--- src/rtl/fetch_pkg.sv ---
// Shared types for the instruction fetch stage: FSM state and the buffered fetch entry.
package fetch_pkg;

    localparam int unsigned ADDR_WIDTH = 64;
    localparam int unsigned DATA_WIDTH = 32;

    typedef enum logic {
        RUN,
        HALT
    } fetch_state_e;

    typedef struct packed {
        logic [ADDR_WIDTH-1:0] pc;
        logic [DATA_WIDTH-1:0] inst;
        logic                  fault;
    } fetch_entry_t;

endpackage

--- src/rtl/fetch_fifo.sv ---
// Small synchronous FIFO of fetch entries with flush; pointers wrap naturally (power-of-two depth).
module fetch_fifo
    import fetch_pkg::*;
#(
    parameter int unsigned DEPTH = 2
) (
    input  logic                     clk_i,
    input  logic                     rst_ni,
    input  logic                     push_i,
    input  fetch_entry_t             entry_i,
    input  logic                     pop_i,
    input  logic                     flush_i,
    output fetch_entry_t             head_o,
    output logic                     full_o,
    output logic                     empty_o,
    output logic [$clog2(DEPTH):0]   count_o
);

    localparam int unsigned PW = $clog2(DEPTH);
    localparam int unsigned CW = PW + 1;

    fetch_entry_t    mem_q [DEPTH];
    logic [PW-1:0]   wr_ptr_q, wr_ptr_d;
    logic [PW-1:0]   rd_ptr_q, rd_ptr_d;
    logic [CW-1:0]   count_q,  count_d;
    logic            do_pop;

    assign do_pop = pop_i && (count_q != '0);

    always_comb begin
        wr_ptr_d = wr_ptr_q;
        rd_ptr_d = rd_ptr_q;
        count_d  = count_q;
        if (flush_i) begin
            wr_ptr_d = '0;
            rd_ptr_d = '0;
            count_d  = '0;
        end else begin
            if (push_i) begin
                wr_ptr_d = wr_ptr_q + PW'(1);
            end
            if (do_pop) begin
                rd_ptr_d = rd_ptr_q + PW'(1);
            end
            case ({push_i, do_pop})
                2'b10:   count_d = count_q + CW'(1);
                2'b01:   count_d = count_q - CW'(1);
                default: count_d = count_q;
            endcase
        end
    end

    always_ff @(posedge clk_i or negedge rst_ni) begin
        if (!rst_ni) begin
            wr_ptr_q <= '0;
            rd_ptr_q <= '0;
            count_q  <= '0;
        end else begin
            wr_ptr_q <= wr_ptr_d;
            rd_ptr_q <= rd_ptr_d;
            count_q  <= count_d;
        end
    end

    // Storage needs no reset: the head is only observed when the count is non-zero.
    always_ff @(posedge clk_i) begin
        if (push_i && !flush_i) begin
            mem_q[wr_ptr_q] <= entry_i;
        end
    end

    assign head_o  = mem_q[rd_ptr_q];
    assign full_o  = (count_q == CW'(DEPTH));
    assign empty_o = (count_q == '0);
    assign count_o = count_q;

endmodule

--- src/rtl/ifu_fetch.sv ---
// Instruction fetch: PC generation, combinational ROM addressing, fetch buffering and
// redirect/fault handling in front of the decoder.
module ifu_fetch
    import fetch_pkg::*;
#(
    parameter int unsigned          ADDR_WIDTH = 64,
    parameter int unsigned          DATA_WIDTH = 32,
    parameter logic [ADDR_WIDTH-1:0] RESET_PC  = '0,
    parameter int unsigned          FIFO_DEPTH = 2
) (
    input  logic                  clk_i,
    input  logic                  rst_ni,
    output logic [ADDR_WIDTH-1:0] rom_addr_o,
    input  logic [DATA_WIDTH-1:0] rom_data_i,
    input  logic                  rom_illegal_i,
    input  logic                  redirect_valid_i,
    input  logic [ADDR_WIDTH-1:0] redirect_pc_i,
    output logic                  inst_valid_o,
    input  logic                  inst_ready_i,
    output logic [DATA_WIDTH-1:0] inst_o,
    output logic [ADDR_WIDTH-1:0] pc_o,
    output logic                  fault_o
);

    localparam int unsigned EAW = fetch_pkg::ADDR_WIDTH;
    localparam int unsigned EDW = fetch_pkg::DATA_WIDTH;
    localparam int unsigned CW  = $clog2(FIFO_DEPTH) + 1;

    fetch_state_e          state_q, state_d;
    logic [ADDR_WIDTH-1:0] pc_q, pc_d;
    logic                  push, pop;
    logic                  fifo_full, fifo_empty;
    logic [CW-1:0]         fifo_count;
    fetch_entry_t          wr_entry, head;

    assign pop = inst_valid_o && inst_ready_i;

    always_comb begin
        state_d  = state_q;
        pc_d     = pc_q;
        push     = 1'b0;
        wr_entry = '0;
        if (redirect_valid_i) begin
            pc_d    = redirect_pc_i;
            state_d = RUN;
        end else if (state_q == RUN && (!fifo_full || pop)) begin
            push        = 1'b1;
            wr_entry.pc = EAW'(pc_q);
            if (rom_illegal_i) begin
                wr_entry.fault = 1'b1;
                state_d        = HALT;
            end else begin
                wr_entry.inst = EDW'(rom_data_i);
                pc_d          = pc_q + ADDR_WIDTH'(4);
            end
        end
    end

    always_ff @(posedge clk_i or negedge rst_ni) begin
        if (!rst_ni) begin
            state_q <= RUN;
            pc_q    <= RESET_PC;
        end else begin
            state_q <= state_d;
            pc_q    <= pc_d;
        end
    end

    fetch_fifo #(
        .DEPTH (FIFO_DEPTH)
    ) u_fifo (
        .clk_i   (clk_i),
        .rst_ni  (rst_ni),
        .push_i  (push),
        .entry_i (wr_entry),
        .pop_i   (pop),
        .flush_i (redirect_valid_i),
        .head_o  (head),
        .full_o  (fifo_full),
        .empty_o (fifo_empty),
        .count_o (fifo_count)
    );

    assert property (@(posedge clk_i) disable iff (!rst_ni) fifo_count <= CW'(FIFO_DEPTH));

    assign rom_addr_o   = pc_q;
    assign inst_valid_o = !fifo_empty;
    assign inst_o       = inst_valid_o ? head.inst[DATA_WIDTH-1:0] : '0;
    assign pc_o         = inst_valid_o ? head.pc[ADDR_WIDTH-1:0]   : '0;
    assign fault_o      = inst_valid_o ? head.fault                : 1'b0;

endmodule

--- config.mk ---
export PLATFORM = sky130hd
export DESIGN_NAME = ifu_fetch
export DESIGN_NICKNAME = d
export VERILOG_FILES = /design/src/rtl/fetch_pkg.sv /design/src/rtl/fetch_fifo.sv /design/src/rtl/ifu_fetch.sv
export SDC_FILE = /design/constraint.sdc
export NUM_CORES = 1
export LEC_CHECK = 0
export CAP_MARGIN = 5
export CORE_ASPECT_RATIO = 1.5
export CORE_MARGIN = 10
export CORE_UTILIZATION = 50
export DETAILED_ROUTE_END_ITERATION = 16
export GPL_TIMING_DRIVEN = 0
export PLACE_DENSITY_LB_ADDON = 0.12
export RECOVER_POWER = 25
export SYNTH_ARGS = -nofsm -noshare
export SYNTH_HDL_FRONTEND = slang
export SYNTH_SLANG_ARGS = --single-unit
--- constraint.sdc ---
create_clock -name clk_i -period 13 [get_ports clk_i]
set_input_delay 1.95 -clock clk_i [delete_from_list [all_inputs] [get_ports clk_i]]
set_output_delay 1.95 -clock clk_i [all_outputs]
set_load 0.03 [all_outputs]
After elaboration in Yosys (flattened, before gate mapping)

Memory sizes are Yosys's and may differ from the RTL's.
Index checks and enable logic that the tools add are counted.

RAM bits: 194
Flip-flop bits (word level): 69
Output and inout port bits: 162
Word-level logic and storage cells: 56
Memories kept: 1

Memories:

| memory       | depth | bits a word | rd ports | clocked after Yosys merged registers in | wr ports | RTL line         | source |
|---|---|---|---|---|---|---|---|
| u_fifo.mem_q | 2     | 97          | 1        | 0                                       | 1        | fetch_fifo.sv:22 | `fetch_entry_t mem_q [DEPTH];` |

Add/sub/neg operators: 5
Muxes and demuxes: 23
Bitwise operators: 1
Eq/ne operators: 4
Reductions and logical operators: 17

Operators with widths:

| kind                    | number |
|---|---|
| $mux W64                | 4 |
| $mux W97                | 2 |
| $add A64 B3 Y64 const B | 1 |
| $mux W32                | 2 |
| $mux W1                 | 13 |
| $reduce_bool A2 Y1      | 5 |
| $eq A2 B2 Y1 const B    | 2 |
| $logic_and A1 B1 Y1     | 4 |
| $pmux W2 S2             | 1 |
| $reduce_and A2 Y1       | 2 |
| $logic_not A1 Y1        | 3 |
| $reduce_bool A3 Y1      | 1 |
| $add A1 B1 Y1 const B   | 2 |
| $add A2 B1 Y2 const B   | 1 |
| $eq A2 B1 Y1 const B    | 1 |
| $logic_not A2 Y1        | 1 |
| $mux W2                 | 1 |
| $ne A2 B1 Y1 const B    | 1 |
| $sub A2 B1 Y2 const B   | 1 |
| $logic_or A1 B1 Y1      | 1 |
| $not A1 Y1              | 1 |

Logic depth before layout (Yosys ltp)

Word-level depth: 10
Mapped depth: 8
Gate-level depth less buffers: 6

By module

A second synthesis with hierarchy kept.

Cell total of the unflattened synthesis: 1004
Area, all modules: 12583.3 um2

Modules (own cells, without submodules):

| module     | sequential area each (um2) | area an instance (um2) | instances | cells an instance |
|---|---|---|---|---|
| fetch_fifo | 5925.7                     | 7292.0                 | 1         | 324 |
| ifu_fetch  | 1626.6                     | 5291.3                 | 1         | 680 |

Least setup slack after synthesis

No wires, ideal clock.

Path type: input port to flip-flop
Start point: input port redirect_valid_i
End point: memory u_fifo.mem_q[0][0] (netlist name), enable pin
Path slack: 420 ps
Setup time: 791 ps
Data required time: 12209 ps
Data arrival time: 11789 ps
Stages on the path: 4
Cells stage by stage: clkbuf_1 -> clkbuf_1 -> clkbuf_1 -> nor4_1

Cells in the longest elaborated chain, start to end: 4
Elaborated cells on any way between the ends: 5

Ends and longest elaborated chain:

| what                                               | RTL line                          | source |
|---|---|---|
| start: declaration                                 | ifu_fetch.sv:16                   | `input logic redirect_valid_i,` |
| $mux W1 / $logic_not A1 Y1 (equally long branches) | ifu_fetch.sv:43, fetch_fifo.sv:67 |  |
| $logic_and A1 B1 Y1 *                              | fetch_fifo.sv:67                  | `if (push_i && !flush_i) begin` |
| $mux W1 *                                          | fetch_fifo.sv:67                  |  |
| $mux W1 (implied by the code) *                    | fetch_fifo.sv:68                  | `mem_q[wr_ptr_q] <= entry_i;` |
| end: declaration                                   | fetch_fifo.sv:22                  |  |

Every way passes the cells marked *; elsewhere a longest branch is shown, timed or not.

Worst setup path in the final report

Start point: register u_fifo.count_q[1] (netlist: u_fifo.count_o[1])
End point: output port pc_o[45]

Cells in the longest elaborated chain, start to end: 2

Ends and longest elaborated chain:

| what                     | RTL line         | source |
|---|---|---|
| start: declaration       | fetch_fifo.sv:25 | `logic [CW-1:0] count_q, count_d;` |
| start signal: assignment | fetch_fifo.sv:61 | `count_q <= count_d;` |
| $logic_not A2 Y1         | fetch_fifo.sv:74 | `assign empty_o = (count_q == '0);` |
| $mux W64                 | ifu_fetch.sv:89  | `assign pc_o = inst_valid_o ? head.pc[ADDR_WIDTH-1:0] : '0;` |
| end: declaration         | ifu_fetch.sv:21  | `output logic [ADDR_WIDTH-1:0] pc_o,` |

Every way passes these cells.

==> results.toml <==
[outcome]
outcome = "complete, but fails checks"
violations = "capacitance limit, slew limit"

[timing]
fmax_mhz = 175
fin_skew_ps = 17.9
relSlewSlack_pct = -162
tightest_slew_ps = 3920
min_period_ps = 5720
fin_setup_tns_ps = 0
maxSlewViolCount = 88
whs_ps = 512
setup_viol = 0
rsz0062_at_grt = "false"
fin_crit_sh_pct = 44.0
hold_violations = 0

[layout]
syn2layout_area_growth_pct = 33.2
nets = 1419
nFillCells = 1883
drive_above_1_share_pct = 4.57
fin_util_pct = 67.5

[logic_synthesis]
synth_warnings = 0
avgSynthCellArea_sq_um = 11.9
ys_seq_area_share_pct = 62.8
yosysUniqueCellTypes = 48
synth_ff_type = "edfxtp_1"
syn_nets = 1116
synth_cells = 1014
synth-seq-cells = 263
synth_edf_count = 194
async_reset_ff_share_pct = 26.2
yosys.area.top_type = "edfxtp_1"
mappedNetlistArea_sq_mm = 0.0120
yosys-top-cells-area = "edfxtp_1, dfrtp_1, mux2i_1"
yosys.area.top_type_share_pct = 48.4

[grt]
grt_util_all_layers_pct = 21.6
grt_max_degree = 69
antenna_found_initial = 3
grt_pass1_wl_mm = 53.1
first_global_vias = 9391
overflow = 0

[route]
drt_first_pass_iters = 5
routedWlPerCell_um = 20.9
drt_iter0_drc = 659
drcViolationCount = 0
finalWirelength_mm = 34.7
via_count = 9205
viasPerCell = 5.56
ant_nets = 0

[floorplan]
fp.dieArea_sq_mm = 0.0308
fp.dieW_um = 147
fp-row-count = 69
initial_core_util_pct = 50.7
num_io_pins = 263
coreArea_sq_mm = 0.0237
dieHeight_um = 210

[clocking]
clock_latency_ps = 520
cts-resized-gates = 0
cts-root-buf = "clkbuf_16"
h-tree-depth = 1
cts_tree = "done"
ctsHoldBuffers = 0
postCtsSetupBuffers = 0
clk_transition_reported_paths_ps = 70
clockBufferDepth = 3
clock-sinks = 263
cts_buffers = 25

[flow_run]
drv_cap = 3

[setup_path]
rr_worst_depth = 5
cp-end-kind = "output port"
r2r_end = "u_fifo.mem_q[1][10]"
crit_path_start_kind = "flop"
critical_path_class = "reg -> out"
r2r_start = "u_fifo.count_o[1]"
cp.arrival_ps = 3770
cp_max_fo = 10
cp.required_ps = 11050
r2r_slack_ps = 9360

[placed_design]
portBuffers = 261
gp_congestion = 0.898
place_hpwl_mm = 25.8

[pwr]
power_mw = 2.31
powerDensity_mw_per_mm2 = 144
peakVddDrop_mv = 0.177
p_leak_nw = 5.57

[worst_hold_path]
hold_depth = 2
min_to = "rom_addr_o[1]"
min-delay-start = "rom_addr_o[1]"
hold_class = "reg -> reg"
[final cells by class]
cell class	instances	area (sq um)	share of cell area, %
sequential	263	7550	47.1
multi-input combinational	676	4180	26.1
timing repair buffer	276	2750	17.1
clock buffer	33	706	4.40
tap	319	399	2.49
buffer	62	243	1.51
clock inverter	12	140	0.875
inverter	13	48.8	0.305
antenna	2	5.00	0.0312
[critical path: stages, from the launching register on]
cell and delay (ps):
dfrtp_1 440, nor2_1 900, clkbuf_1 650, buf_1 510, nor2_1 120, clkdlybuf4s50_1 630
[state kept, by name, indices dropped and copies added, names as in the netlist]
name	cells
u_fifo.count_o	2
rom_addr_o	64
u_fifo.mem_q	194
u_fifo.wr_ptr_q	1
u_fifo.rd_ptr_q	1
state_q	1
[power by group]
part	internal (mW)	total (mW)	switching [mW]
Clock	0.441	0.747	0.306
Sequential	0.983	1.03	0.0472
Combinational	0.208	0.529	0.321
[worst max path at each step]
stage	start	endpoint	slack, ps	cells past startpoint
2_1_floorplan	redirect_valid_i	u_fifo.mem_q[0][0]	420	4
3_3_place_gp	redirect_valid_i	u_fifo.mem_q[0][78]	-5280	4
3_5_place_dp	u_fifo.count_o[1]	pc_o[49]	7720	5
4_1_cts	u_fifo.count_o[1]	pc_o[45]	7200	5
5_1_grt	u_fifo.count_o[1]	pc_o[45]	7060	5
6_report	u_fifo.count_o[1]	pc_o[45]	7280	5
[stage by stage]
step | setup slack, ps | instances | area [sq um]
after detailed placement | 7720 | 1609 | 15200
final | 7280 | 1656 | 16000
after global placement | -5280 | 1594 | 15000
after CTS | 7200 | 1654 | 16100
after global routing | 7060 | 1655 | 16000
after floorplan | 420 | 1014 | 12000
[metal layers]
layer | global-route usage (%) | vias up | part of all wire, %
li1 | - | 4318 | -
met2 | 38.5 | 372 | 52
met4 | 5.64 | 2 | 2.5
met1 | 25.3 | 4445 | 38
met5 | 0 | - | 0.026
met3 | 5.23 | 68 | 8.0
[cell usage in the layout (no fill, tap or decap), types with 13 or more instances in the layout]
cell type / Yosys / routed
nand2_1: 67 / 67
and2_1: 87 / 82
clkdlybuf4s50_1: 0 / 194
nor3_1: 14 / 14
o31ai_1: 16 / 16
xnor2_1: 21 / 21
clkbuf_1: 44 / 51
buf_1: 14 / 13
mux2i_1: 100 / 100
nand3_1: 22 / 22
dlygate4sd3_1: 0 / 66
clkbuf_16: 0 / 25
or4_1: 23 / 23
edfxtp_1: 194 / 194
a31oi_1: 21 / 21
nor4_1: 29 / 29
o21ai_0: 36 / 36
dfrtp_1: 69 / 69
nor2_1: 149 / 149
nand4_1: 24 / 24
[kinds of logic after synthesis]
group	Yosys count	share of synthesized area [%]
AND/OR/NAND/NOR	450	19.2
flip-flops	263	62.8
multiplexers	101	8.41
buffers and inverters	75	2.43
AO/OA/AOI/OAI	92	4.79
XOR/XNOR	32	2.33
adder cells (fa/ha/maj)	1	0.104
[Yosys cell counts, types with 2 or more instances]
library cell / number
nand3_1: 22
nand2b_1: 3
nor3_1: 14
o31ai_1: 16
and4_1: 4
buf_1: 14
nor4_1: 29
nand2_1: 67
nor2_1: 149
buf_2: 3
and2_1: 87
a221o_1: 4
mux2i_1: 100
dfrtp_1: 69
a21oi_1: 6
clkbuf_1: 44
or4_1: 23
a211o_1: 2
o31a_1: 2
inv_1: 12
a31oi_1: 21
edfxtp_1: 194
or3_1: 8
xor2_1: 11
xnor2_1: 21
and3_1: 8
nand4_1: 24
o21ai_0: 36
or4b_1: 2
Power figures use the tool's default switching activity.
==> variant 1: new RTL, same flow settings <==
Set the parameter `FIFO_DEPTH` to 8 (it was 2).
--- a/src/rtl/ifu_fetch.sv
+++ b/src/rtl/ifu_fetch.sv
@@ -8,3 +8,3 @@
     parameter logic [ADDR_WIDTH-1:0] RESET_PC  = '0,
-    parameter int unsigned          FIFO_DEPTH = 2
+    parameter int unsigned          FIFO_DEPTH = 8
 ) (
Check against the original RTL: not equivalent (Yosys sat finds a counterexample within 4 cycles, from zero or initial values and one cycle with rst_ni low).
==> variant 1 against the original RTL <==
- the run still ends with capacitance limit, slew limit left
- setup slack worse by 0.70 ns
- synthesized area grew to 2.9 times the old value
- power increased to 3.6 times the old value
- routed wire length increased to 2.7 times the old value
- core utilization decreased by 6.3 points
- final area increased to 2.6 times the old value
- critical path depth grew 2
- sequential cell count up 588
- highest routed layer unchanged
==> variant 1: results (changes against the original RTL) <==
| Metric | Value |
|---|---|
| Reg-to-Reg Start | `u_fifo.count_o[3]` |
| Static Leakage | `13.9 nW (+150%)` |
| Status | `finished, violations left` |
| Number of global-route vias before repair | `21335 (+130%)` |
| Share of cells above drive strength 1 | `19.1% (+15 points)` |
| Post-placement cell count | `3149 (+96%)` |
| Mean instance size in the synthesized netlist | `18.4 um2 (+55%)` |
| Area share of fa/ha/maj cells after synthesis | `0.181% (+0.077 points)` |
| HPWL reported at the end of detailed placement | `68500 um (+170%)` |
| Post-Synthesis Net Count | `1980 (+77%)` |
| Max Cap Violations | `3 (unchanged)` |
| Violations in the final reports | `capacitance limit, slew limit` |
| Number of flip-flops in the largest register | `776 (+300%)` |
| Delay of the slowest cell on the worst path | `0.81 ns (-0.09 ns)` |
| Total track usage | `23.5% (+2.0 points)` |
| Initial antenna violation count | `5 (+2)` |
| Worst EP arrival | `4.47 ns (+0.70 ns)` |
| Critical Path Sink | `pc_o[61]` |
| Worst clock skew | `0.0269 ns (+0.00907 ns)` |
| Total routed wire length on the met1 layer | `35700 um (+170%)` |
| Global-route wire length before repair | `141000 um (+170%)` |
| Post-DR vias/cell | `6.10 (+9.7%)` |
| Timing startpoint of the critical path | `u_fifo.rd_ptr_q[0]` |
| Detailed route wirelength on metal3 | `7560 um (+170%)` |
| Final Max Tran Viols | `85 (-3.4%)` |
| Post-layout minimum cycle time | `6.42 ns (+0.702 ns)` |
| Global routing usage on met2 | `41.2% (+2.7 points)` |
| Cells taking the most area after synthesis | `sky130_fd_sc_hd__edfxtp_1 (67%), sky130_fd_sc_hd__mux4_2 (13%), sky130_fd_sc_hd__dfrtp_1 (5.4%)` |
## variant 1: logic make-up (layout without fill, tap and decap cells)
kind of cell	Yosys count	after routing
compound gates	110	110
xor+xnor	34	34
fa+ha+maj	5	5
buf+inv	125	647
flops	851	851
mux	297	297
other cells	0	1
simple gates	452	452
## variant 1: final cells by class
| class | count | area [um2] |
|---|---|---|
| buffer | 115 | 484 |
| inverter | 10 | 37.5 |
| multi-input combinational | 898 | 8860 |
| clock inverter | 45 | 523 |
| fill | 5085 | 26700 |
| clock buffer | 101 | 2140 |
| timing repair buffer | 376 | 3730 |
| antenna | 1 | 2.50 |
| sequential | 851 | 25200 |
| tap | 900 | 1130 |
## variant 1: report_power, final
part | switching [mW] | internal (mW) | leakage, nW
sequential | 0.0825 | 3.21 | 8.09
combinational | 1.61 | 1.09 | 4.55
clock | 0.989 | 1.41 | 1.30
total | 2.68 | 5.71 | 13.9
==> variant 2: new RTL, config.mk and constraints unchanged <==
Made on the original files. Register the output `fault_o`, without a reset; this adds one clock of latency there. The other outputs are not delayed to match.
--- a/src/rtl/ifu_fetch.sv
+++ b/src/rtl/ifu_fetch.sv
@@ -89,3 +89,5 @@
     assign pc_o         = inst_valid_o ? head.pc[ADDR_WIDTH-1:0]   : '0;
-    assign fault_o      = inst_valid_o ? head.fault                : 1'b0;
+    always_ff @(posedge clk_i) begin
+        fault_o <= inst_valid_o ? head.fault                : 1'b0;
+    end
 
Check against the original RTL: not equivalent (a bounded check fails within 4 cycles, from zero or initial values and one cycle with rst_ni low).
==> variant 2 against the original RTL <==
- the flow still finishes with violations (capacitance limit, slew limit)
- non-clock buffer count is 3 higher
- final area is 0.60% higher
- setup slack better by 0.058 ns
- synthesized area is 1.3% higher
- power is 1.3% lower
- sequential share of layout area is 0.16 points lower
- register-to-register slack better by 0.71 ns
- clock skew hardly changed
- sequential cell count is 1 higher
- routed wire length is 1.7% higher
- synthesized cell count is 1.4% higher
- die area is 1.1% higher
==> variant 2: results (changes against the original RTL) <==
| Metric | Value |
|---|---|
| Area share of fa/ha/maj cells after synthesis | `0.103% (-0.0013 points)` |
| Met1 track utilization from global routing | `26.2% (+0.87 points)` |
| Combinational share of power | `24.0% (+1.1 points)` |
| Measured slew at the worst slew-check pin | `2.42 ns (-1.50 ns)` |
| Routed Wire Length | `35300 um (+1.7%)` |
| Cells after synthesis | `1028 (+1.4%)` |
| PD cells | `141 nW/um2 (-1.9%)` |
| Global-route wire length before repair | `54200 um (+2.1%)` |
| Reg-to-reg slack, setup | `10.07 ns (+0.71 ns)` |
| Total routed wire length on the met1 layer | `13500 um (+2.6%)` |
| Power in the clock group | `0.697 mW (-6.7%)` |
| Number of buffers inserted by port buffering | `262 (+0.38%)` |
| Number of global-route vias before repair | `9613 (+2.4%)` |
| Total track usage | `22.0% (+0.42 points)` |
| Post-Synthesis Net Count | `1130 (+1.3%)` |
| Commonest cells post-synth | `sky130_fd_sc_hd__edfxtp_1 (194), sky130_fd_sc_hd__nor2_1 (126), sky130_fd_sc_hd__mux2i_1 (100)` |
| Final Max Tran Viols | `72 (-18%)` |
| Post-placement cell count | `1625 (+0.99%)` |
| Max Cap Violations | `2 (-1)` |
| Violations in the final reports | `capacitance limit, slew limit` |
| Status | `finished, violations left` |
| HPWL reported at the end of detailed placement | `26500 um (+3.0%)` |
| Fraction of registers with async set or reset after synthesis | `26.1% (-0.099 points)` |
| Share of cells above drive strength 1 | `4.96% (+0.39 points)` |
| Cells taking the most area after synthesis | `sky130_fd_sc_hd__edfxtp_1 (48%), sky130_fd_sc_hd__dfrtp_1 (14%), sky130_fd_sc_hd__mux2i_1 (8.2%)` |
| Static Leakage | `5.53 nW (-0.76%)` |
| Sequential cell area fraction in the yosys report | `62.1% (-0.63 points)` |
| Min Hold Slack | `0.475 ns (-0.0370 ns)` |
| Met3 Resource Use GR | `4.87% (-0.36 points)` |
| Peak VDD IR | `0.119 mV (-33%)` |
| Global placer's final weighted congestion | `0.922 (+2.7%)` |
| Worst EP arrival | `3.71 ns (-0.06 ns)` |
| Detailed route wirelength on metal3 | `2700 um (-2.8%)` |
| Final net count | `1435 (+1.1%)` |
| Xor and xnor area share after synthesis | `2.52% (+0.19 points)` |
## variant 2: cell count changes after synthesis, moves of 6 or more
| cell | unedited run | this run |
|---|---|---|
| sky130_fd_sc_hd__nand2_1 | 67 | 74 |
| sky130_fd_sc_hd__o31ai_1 | 16 | 4 |
| sky130_fd_sc_hd__or3_1 | 8 | 14 |
| sky130_fd_sc_hd__and4_1 | 4 | 12 |
| sky130_fd_sc_hd__nor2b_1 | 1 | 11 |
| sky130_fd_sc_hd__nand4_1 | 24 | 33 |
| sky130_fd_sc_hd__nor2_1 | 149 | 126 |
| sky130_fd_sc_hd__o21ai_1 | 0 | 11 |
| sky130_fd_sc_hd__or4_1 | 23 | 10 |
| sky130_fd_sc_hd__nor3_1 | 14 | 22 |
| sky130_fd_sc_hd__and2_1 | 87 | 93 |
## variant 2: final timing paths
| check | startpoint | end | depth (start not counted) |
|---|---|---|---|
| worst max-delay path | u_fifo.rd_ptr_q | pc_o[57] | 6 |
| worst min-delay path | u_fifo.mem_q[0][0] | fault_o | 2 |
| worst max register to register | state_q | u_fifo.mem_q[1][31] | 5 |
| worst min register to register | u_fifo.mem_q[0][0] | fault_o | 2 |
| max in group asynchronous | rst_ni | rom_addr_o[46] | 2 |
| min in group asynchronous | rst_ni | rom_addr_o[14] | 1 |
## variant 2: area by class of cell
type | instances | area, um2 | share of cell area, %
Sequential cell | 264 | 7570 | 47.0
Clock buffer | 34 | 659 | 4.09
Antenna cell | 2 | 5.00 | 0.0310
Tap cell | 319 | 399 | 2.48
Timing Repair Buffer | 278 | 2750 | 17.1
Multi-Input combinational cell | 691 | 4330 | 26.8
Clock inverter | 11 | 109 | 0.675
Inverter | 10 | 37.5 | 0.233
Buffer | 63 | 260 | 1.61
